[src/rtl/pacman_dir_encoder.sv]
// Button front end: sync + debounce four buttons, resolve a sticky one-hot move direction, emit game-step strobe.
// Optional PACMAN_DIR_BUFFER_EN latches debounced rising edges so taps shorter than a tick still steer.
module pacman_dir_encoder #(
  parameter int DEBOUNCE_CYCLES = 500000,
  parameter int TICK_DIV        = 1666666
) (
  input  logic       clk,
  input  logic       rst,
  input  logic       rbtn,
  input  logic       lbtn,
  input  logic       ubtn,
  input  logic       dbtn,
  output logic [3:0] move_dir,
  output logic       move_tick,
  output logic [3:0] btn_state
);

  localparam int DB_W = (DEBOUNCE_CYCLES > 1) ? $clog2(DEBOUNCE_CYCLES) : 1;
  localparam int TK_W = $clog2(TICK_DIV);
  localparam logic [DB_W-1:0] DB_LAST = DB_W'(DEBOUNCE_CYCLES - 1);
  localparam logic [TK_W-1:0] TK_LAST = TK_W'(TICK_DIV - 1);

  logic [3:0]      w_raw;
  logic [3:0]      r_sync1;
  logic [3:0]      r_sync2;
  logic [DB_W-1:0] r_db_cnt [4];
  logic [3:0]      r_btn_state;
  logic [3:0]      w_mismatch;
  logic [3:0]      w_toggle;
  logic [TK_W-1:0] r_tick_cnt;
  logic            w_tick_edge;
  logic [3:0]      w_req;
  logic [3:0]      w_dir;
  logic [3:0]      r_move_dir;
  logic            r_move_tick;

  assign w_raw = {dbtn, ubtn, lbtn, rbtn};

  always_ff @(posedge clk or negedge rst) begin
    if (!rst) begin
      r_sync1 <= 4'b0000;
      r_sync2 <= 4'b0000;
    end else begin
      r_sync1 <= w_raw;
      r_sync2 <= r_sync1;
    end
  end

  // A button flips only after DEBOUNCE_CYCLES consecutive mismatching samples.
  always_comb begin
    w_mismatch = r_sync2 ^ r_btn_state;
    w_toggle   = 4'b0000;
    for (int i = 0; i < 4; i++) begin
      w_toggle[i] = w_mismatch[i] && (r_db_cnt[i] == DB_LAST);
    end
  end

  always_ff @(posedge clk or negedge rst) begin
    if (!rst) begin
      r_btn_state <= 4'b0000;
      for (int i = 0; i < 4; i++) begin
        r_db_cnt[i] <= '0;
      end
    end else begin
      for (int i = 0; i < 4; i++) begin
        if (!w_mismatch[i] || w_toggle[i]) begin
          r_db_cnt[i] <= '0;
        end else begin
          r_db_cnt[i] <= r_db_cnt[i] + DB_W'(1);
        end
        if (w_toggle[i]) begin
          r_btn_state[i] <= ~r_btn_state[i];
        end
      end
    end
  end

  assign w_tick_edge = (r_tick_cnt == TK_LAST);

  always_ff @(posedge clk or negedge rst) begin
    if (!rst) begin
      r_tick_cnt <= '0;
    end else if (w_tick_edge) begin
      r_tick_cnt <= '0;
    end else begin
      r_tick_cnt <= r_tick_cnt + TK_W'(1);
    end
  end

`ifdef PACMAN_DIR_BUFFER_EN
  logic [3:0] r_pending;
  logic [3:0] w_rise;

  assign w_rise = w_toggle & ~r_btn_state;
  assign w_req  = r_btn_state | r_pending;

  // An edge landing on the tick cycle survives into the next period.
  always_ff @(posedge clk or negedge rst) begin
    if (!rst) begin
      r_pending <= 4'b0000;
    end else if (w_tick_edge) begin
      r_pending <= w_rise;
    end else begin
      r_pending <= r_pending | w_rise;
    end
  end
`else
  assign w_req = r_btn_state;
`endif

  // Priority up > down > left > right; no request keeps the last direction.
  always_comb begin
    w_dir = r_move_dir;
    if (w_req[2]) begin
      w_dir = 4'b0100;
    end else if (w_req[3]) begin
      w_dir = 4'b1000;
    end else if (w_req[1]) begin
      w_dir = 4'b0010;
    end else if (w_req[0]) begin
      w_dir = 4'b0001;
    end
  end

  always_ff @(posedge clk or negedge rst) begin
    if (!rst) begin
      r_move_dir  <= 4'b0000;
      r_move_tick <= 1'b0;
    end else begin
      r_move_tick <= w_tick_edge;
      if (w_tick_edge) begin
        r_move_dir <= w_dir;
      end
    end
  end

  assign move_dir  = r_move_dir;
  assign move_tick = r_move_tick;
  assign btn_state = r_btn_state;

endmodule

[config.mk]
export PLATFORM = sky130hd
export DESIGN_NAME = pacman_dir_encoder
export DESIGN_NICKNAME = d
export VERILOG_FILES = /design/src/rtl/pacman_dir_encoder.sv
export SDC_FILE = /design/constraint.sdc
export NUM_CORES = 1
export LEC_CHECK = 0
export ABC_AREA = 1
export CAP_MARGIN = 0
export CELL_PAD_IN_SITES_DETAIL_PLACEMENT = 0
export CELL_PAD_IN_SITES_GLOBAL_PLACEMENT = 1
export CORE_MARGIN = 1
export CORE_UTILIZATION = 41
export CTS_CLUSTER_SIZE = 24
export DETAILED_ROUTE_END_ITERATION = 10
export PLACE_DENSITY_LB_ADDON = 0.1
export SLEW_MARGIN = 30
export SYNTH_ARGS = -nofsm -noshare
export SYNTH_HDL_FRONTEND = slang
export SYNTH_SLANG_ARGS = --single-unit
[constraint.sdc]
create_clock -name clk -period 3.62 [get_ports clk]
set_clock_uncertainty 0.1 [all_clocks]
set_input_delay 0.724 -clock clk [delete_from_list [all_inputs] [get_ports clk]]
set_output_delay 0.724 -clock clk [all_outputs]
set_load 0.03 [all_outputs]
==> results of run 1 <==
## Yosys cell counts (all sizes together)
library cell,count,area [µm²]
o21ai,8,40.0
dfrtp,114,2850
ha,6,75.1
xor2,35,307
inv,103,387
buf,7,62.6
nand3,61,328
a21oi,9,45.0
clkinv,1,8.76
nor2,216,880
or2,2,12.5
and2,1,6.26
nor3,6,30.0
nand2,209,822
nor3b,1,7.51
nand3b,1,7.51
a31oi,1,6.26
xnor2,21,184
nand4,15,93.8
o21bai,4,30.0
## flip-flops by register name (all words and copies together), names as in the netlist
register    flops
r_db_cnt       76
r_tick_cnt     21
btn_state       4
move_dir        4
r_sync1         4
r_sync2         4
move_tick       1
## routing by layer
layer / track usage, % / routed length (µm)
met5: 0 / 0
met2: 28.1 / 5830
met3: 4.68 / 324
met4: 5.74 / 126
met1: 24.3 / 6470
## power by group through the flow
| stage | Combinational [mW] | Sequential, mW | Clock [mW] |
|---|---|---|---|
| floorplan | 0.0387 | 1.32 | 0 |
| global placement | 0.0770 | 1.32 | 0 |
| detailed placement | 0.0791 | 1.32 | 0 |
| CTS | 0.0796 | 1.30 | 1.79 |
| global route | 0.0897 | 1.30 | 1.85 |
| finish | 0.0751 | 1.30 | 1.74 |
## kinds of logic (layout without fill, tap and decap cells)
group	Yosys count	count (layout)
and+or+nand+nor	512	512
DFF	114	114
buffers and inverters	111	152
adders and majority gates	6	6
AOI/OAI and AO/OA	22	22
xor gates and xnor gates	56	56
## layout make-up
type | count | share of cell area (%)
flip-flops and latches | 114 | 40.0
multi-input cells | 596 | 40.3
inverters | 104 | 5.54
clock buffers | 18 | 6.01
clock inverters | 14 | 2.65
well taps | 184 | 3.23
repair buffers | 16 | 2.31
## metrics by stage
| step | setup WS [ps] | instances | hold slack [ps] |
|---|---|---|---|
| finish | 1130 | 1046 | 158 |
| global route | 1060 | 1046 | 186 |
| floorplan | 2140 | 821 | 231 |
| CTS | 1090 | 1046 | 163 |
| global placement | 1560 | 1014 | 236 |
| detailed placement | 1540 | 1014 | 237 |
## cell usage in the layout, fill, tap and decap left out, drive strengths merged, types with 8 or more instances in the layout
master,instances
o21ai,8
xor2,35
clkinv,8
nand2,209
clkdlybuf4s50,13
dfrtp,114
inv,103
nor2,216
xnor2,21
a21oi,9
nand3,61
nand4,15
clkbuf,18
## path summary, 6_finish.rpt
check,from,to,depth (start not counted),slack [ps]
worst max-delay path,btn_state[3],btn_state[3],1,1130
worst min-delay path,rst,r_db_cnt[62],1,160
worst min register to register,r_sync1[2],r_sync2[2],0,250
min in group clk,r_sync1[2],r_sync2[2],0,250
worst max register to register,r_db_cnt[0],r_db_cnt[11],6,1880
max in group asynchronous,rst,r_db_cnt[26],2,2520
==> results.yml, run 1 <==
floorplan:
  die_area_mm2: 0.0156
  chipWidth_um: 125
  initial_core_util_pct: 42.2
  fp-row-count: 44
  core_mm2: 0.0146
  num_io_pins: 15
  die_y_um: 125
clock_tree:
  cts_buffer_depth: 2
  ctsResizeCount: 0
  cts-root-buf: "clkbuf_16"
  cts_hold_buf: 0
  cts_buffers: 17
  path_clk_slew_ps: 50
  cts_sinks: 114
  post_cts_buffers: 0
  cts_tree: "yes"
  clk_latency_ps: 420
  cts_max_level: 4
status:
  violations: "DRC"
  status: "complete, but fails checks"
critical_path:
  crit_arrival_ps: 1660
  cp_cell_sequence: "clkdlybuf4s50_1"
  worstSetupEndpointType: "output port"
  cp_max_fo: 7
  max_stage_delay_ps: 730
  critPathKind: "register to output port"
  startpoint_type: "register"
  slowest_stage: "clkdlybuf4s50_1"
  crit_family: "buffers and inverters"
  cp_data_required_time_ps: 2800
  crit_buf_inv: 1
finish:
  diodes: 0
  fin_util_pct: 48.7
  area_delta_synth_final_pct: 15.4
  postLayoutCellArea_mm2: 0.00714
  drive_above_1_share_pct: 7.66
  final_nets: 861
  n_fill_cell: 1452
  multi_input_area_mm2: 0.00287
  final-seq-area_mm2: 0.00285
yosys:
  syn_area_mm2: 0.00618
  avgSynthCellArea_um2: 7.53
  synth_top_family_by_area: "simple AND/OR/NAND/NOR gates"
  synth_compound_area_share_pct: 1.96
  ys_ff_latch: 114
  synth_fa_ha_area_share_pct: 1.21
  synthXorXnorAreaFrac_pct: 7.93
  syn_inst: 821
  synthDistinctLibCells: 30
  synthMuxAreaShare_pct: 0
  syn_nets: 833
  yosysWarningCount: 0
  synth-seq-area-share_pct: 46.1
  synth-simple-area-share_pct: 35.4
timing:
  finalCritPeriodShare_pct: 68.7
  rsz0062_at_grt: "false"
  setup_viol: 0
  maxSlewHeadroom_pct: 71.0
  min_period_ps: 2490
  maxSlewViolCount: 0
  worst_slew_pin_slew_ps: 436
  timing.fmax_mhz: 402
  fin_tns_setup_ps: 0
  hold_viol_final: 0
placed_design:
  placed_area_mm2: 0.00652
  portBuffers: 14
  gp_congestion: 0.829
  hpwl_mm: 9.31
power:
  switching_share_pct: 21.0
  p_seq_share_pct: 41.8
  pwr_density_cell_mw_per_mm2: 436
  p_comb_share_pct: 2.4
  total_power_mw: 3.11
  p_int_mw: 2.46
  leakage_nw: 3.30
  pwr-share-clk_pct: 55.8
  p_sw_uw: 655
  peakVddDrop_v: 0.000331
drt:
  via_count: 4911
  drt_wl_total_mm: 12.8
  viasPerCell: 4.70
  drt_first_pass_iters: 7
  remaining_drc_errors: 5
  antenna_left: 0
  wl_per_cell_um: 12.2
  drtIter0Drc: 269
global_routing:
  antenna_found_initial: 0
  grt_pass1_wl_mm: 22.4
  grt_start_max_net_pins: 54
  grt_use_total_pct: 18.0
  grt_pass1_vias: 4817
  overflow: 0
flow_run:
  cap_violations: 0
min_path:
  hp-class: "input pin to asynchronous set/reset pin"
No activity file was read; power rests on OpenSTA's default activity.
==> run 2, diff against run 1 <==
Clock period 3.62 ns to 2.05 ns, I/O delays scaled along.
==> results.yml, run 2 (synthesis results as in run 1) <==
floorplan:
  initial_core_util_pct: 42.2
  chipWidth_um: 125
  die_area_mm2: 0.0156
  die_y_um: 125
  fp-row-count: 44
  core_mm2: 0.0146
  num_io_pins: 15
placed_design:
  gp_congestion: 0.824
  pre_cts_ws_ps: 266
  placed_area_mm2: 0.00655
  hpwl_mm: 9.40
  portBuffers: 14
  dp.cells: 1017
timing:
  timing.fmax_mhz: 507
  setup_viol: 0
  finalCritPeriodShare_pct: 96.1
  min_period_ps: 1970
  fin_tns_setup_ps: 0
  worst_slew_pin_slew_ps: 399
  rsz0062_at_grt: "false"
  maxSlewViolCount: 0
  timing.hold.ws_ps: 255
  finalWorstSetupSlack_ps: 79.3
  hold_viol_final: 0
  maxSlewHeadroom_pct: 73.2
power:
  p_comb_share_pct: 2.6
  p_sw_mw: 1.18
  p_int_mw: 4.17
  switching_share_pct: 22.0
  pwr_density_cell_mw_per_mm2: 749
  pwr-share-clk_pct: 54.5
  total_power_mw: 5.35
  peakVddDrop_v: 0.000610
  leakage_nw: 3.32
  p_seq_share_pct: 42.9
drt:
  remaining_drc_errors: 4
  viasPerCell: 4.68
  drtIter0Drc: 279
  drt_wl_total_mm: 12.8
  wl_per_cell_um: 12.2
  via_count: 4910
  antenna_left: 0
  drt_first_pass_iters: 8
clock_tree:
  cts_buffer_depth: 2
  path_clk_slew_ps: 50
  cts_buffers: 17
  cts_tree: "yes"
  clk_latency_ps: 410
  cts-root-buf: "clkbuf_16"
  cts_sinks: 114
  cts_max_level: 4
finish:
  diodes: 0
  mostFrequentLayoutCells: "202 x nor2_1, 198 x nand2_1, 114 x dfrtp_1"
  area_delta_synth_final_pct: 15.6
  postLayoutCellArea_mm2: 0.00715
  final_common_cell: "nor2_1"
  fin_util_pct: 48.8
  drive_above_1_share_pct: 7.97
  largest_reg_flops: 76
  finalNonFillerCells: 1050
  largest_register: "r_db_cnt"
  final-seq-area_mm2: 0.00285
  multi_input_area_mm2: 0.00287
  n_fill_cell: 1445
  final_nets: 865
  top_regs: "r_db_cnt x76, r_tick_cnt x21"
global_routing:
  overflow: 0
  grt_pass1_wl_mm: 22.6
  grt_pass1_vias: 4778
  antenna_found_initial: 0
  grt_use_total_pct: 18.2
  grt_start_max_net_pins: 40
flow_run:
  cap_violations: 0
critical_path:
  slowest_stage: "clkdlybuf4s50_1"
  critPathKind: "register to output port"
  startpoint_type: "register"
  worstSetupEndpointType: "output port"
  crit_family: "buffers and inverters"
  cp_data_required_time_ps: 1540
  max_stage_delay_ps: 680
  cp_cell_sequence: "clkdlybuf4s50_1"
  cp_max_fo: 2
  crit_buf_inv: 1
  crit_arrival_ps: 1460
min_path:
  hp-class: "register to register"
status:
  status: "complete, but fails checks"
  violations: "DRC"
run 2: cell count changes in the layout (fill, tap and decap cells not counted):
cell             delta
clkdlybuf4s50_1     -2
bufinv_16           -2
buf_12              +1
dlygate4sd2_1       +2
clkinv_2            -1
buf_4               +2
inv_6               +1
dlygate4sd3_1       +1
clkbuf_8            +2
run 2: power groups by stage:
stage                     clock network [mW]  registers [mW]  logic (mW)
final                                   2.92            2.30       0.139
after global placement                     0            2.34       0.141
after detailed placement                   0            2.34       0.145
after floorplan                            0            2.33      0.0683
after global routing                    3.08            2.30       0.167
after CTS                               3.00            2.30       0.147
run 2: layout make-up:
cell class / count / area share [%]
clock buffers: 20 / 6.39
clock inverters: 12 / 1.86
inverters: 104 / 5.53
multi-input cells: 596 / 40.2
flip-flops and latches: 114 / 39.9
well taps: 184 / 3.22
repair buffers: 20 / 2.91
run 2: per-layer routing:
metal,track usage [%],share of wire [%]
met4,6.53,1.3
met1,23.5,50
met3,3.99,2.3
met2,29.8,47
met5,0,0
run 2: worst paths after layout:
check | slack, ps | cells past startpoint | endpoint | start
worst max-delay path | 80 | 1 | move_dir[1] | move_dir[1]
worst min-delay path | 250 | 0 | r_sync2[3] | r_sync1[3]
max in group asynchronous | 900 | 3 | r_db_cnt[0] | rst
min in group asynchronous | 370 | 2 | r_db_cnt[71] | rst
worst min register to register | 250 | 0 | r_sync2[3] | r_sync1[3]
worst max register to register | 300 | 6 | r_db_cnt[24] | r_db_cnt[19]
run 2: timing repair:
item / CTS / global route
endpoints found under the hold margin: 25 / 0
buffers inserted: 0 / 0
hold buffers: 1 / 0
setup endpoints to repair: 2 / 0
resized for setup: 2 / 0
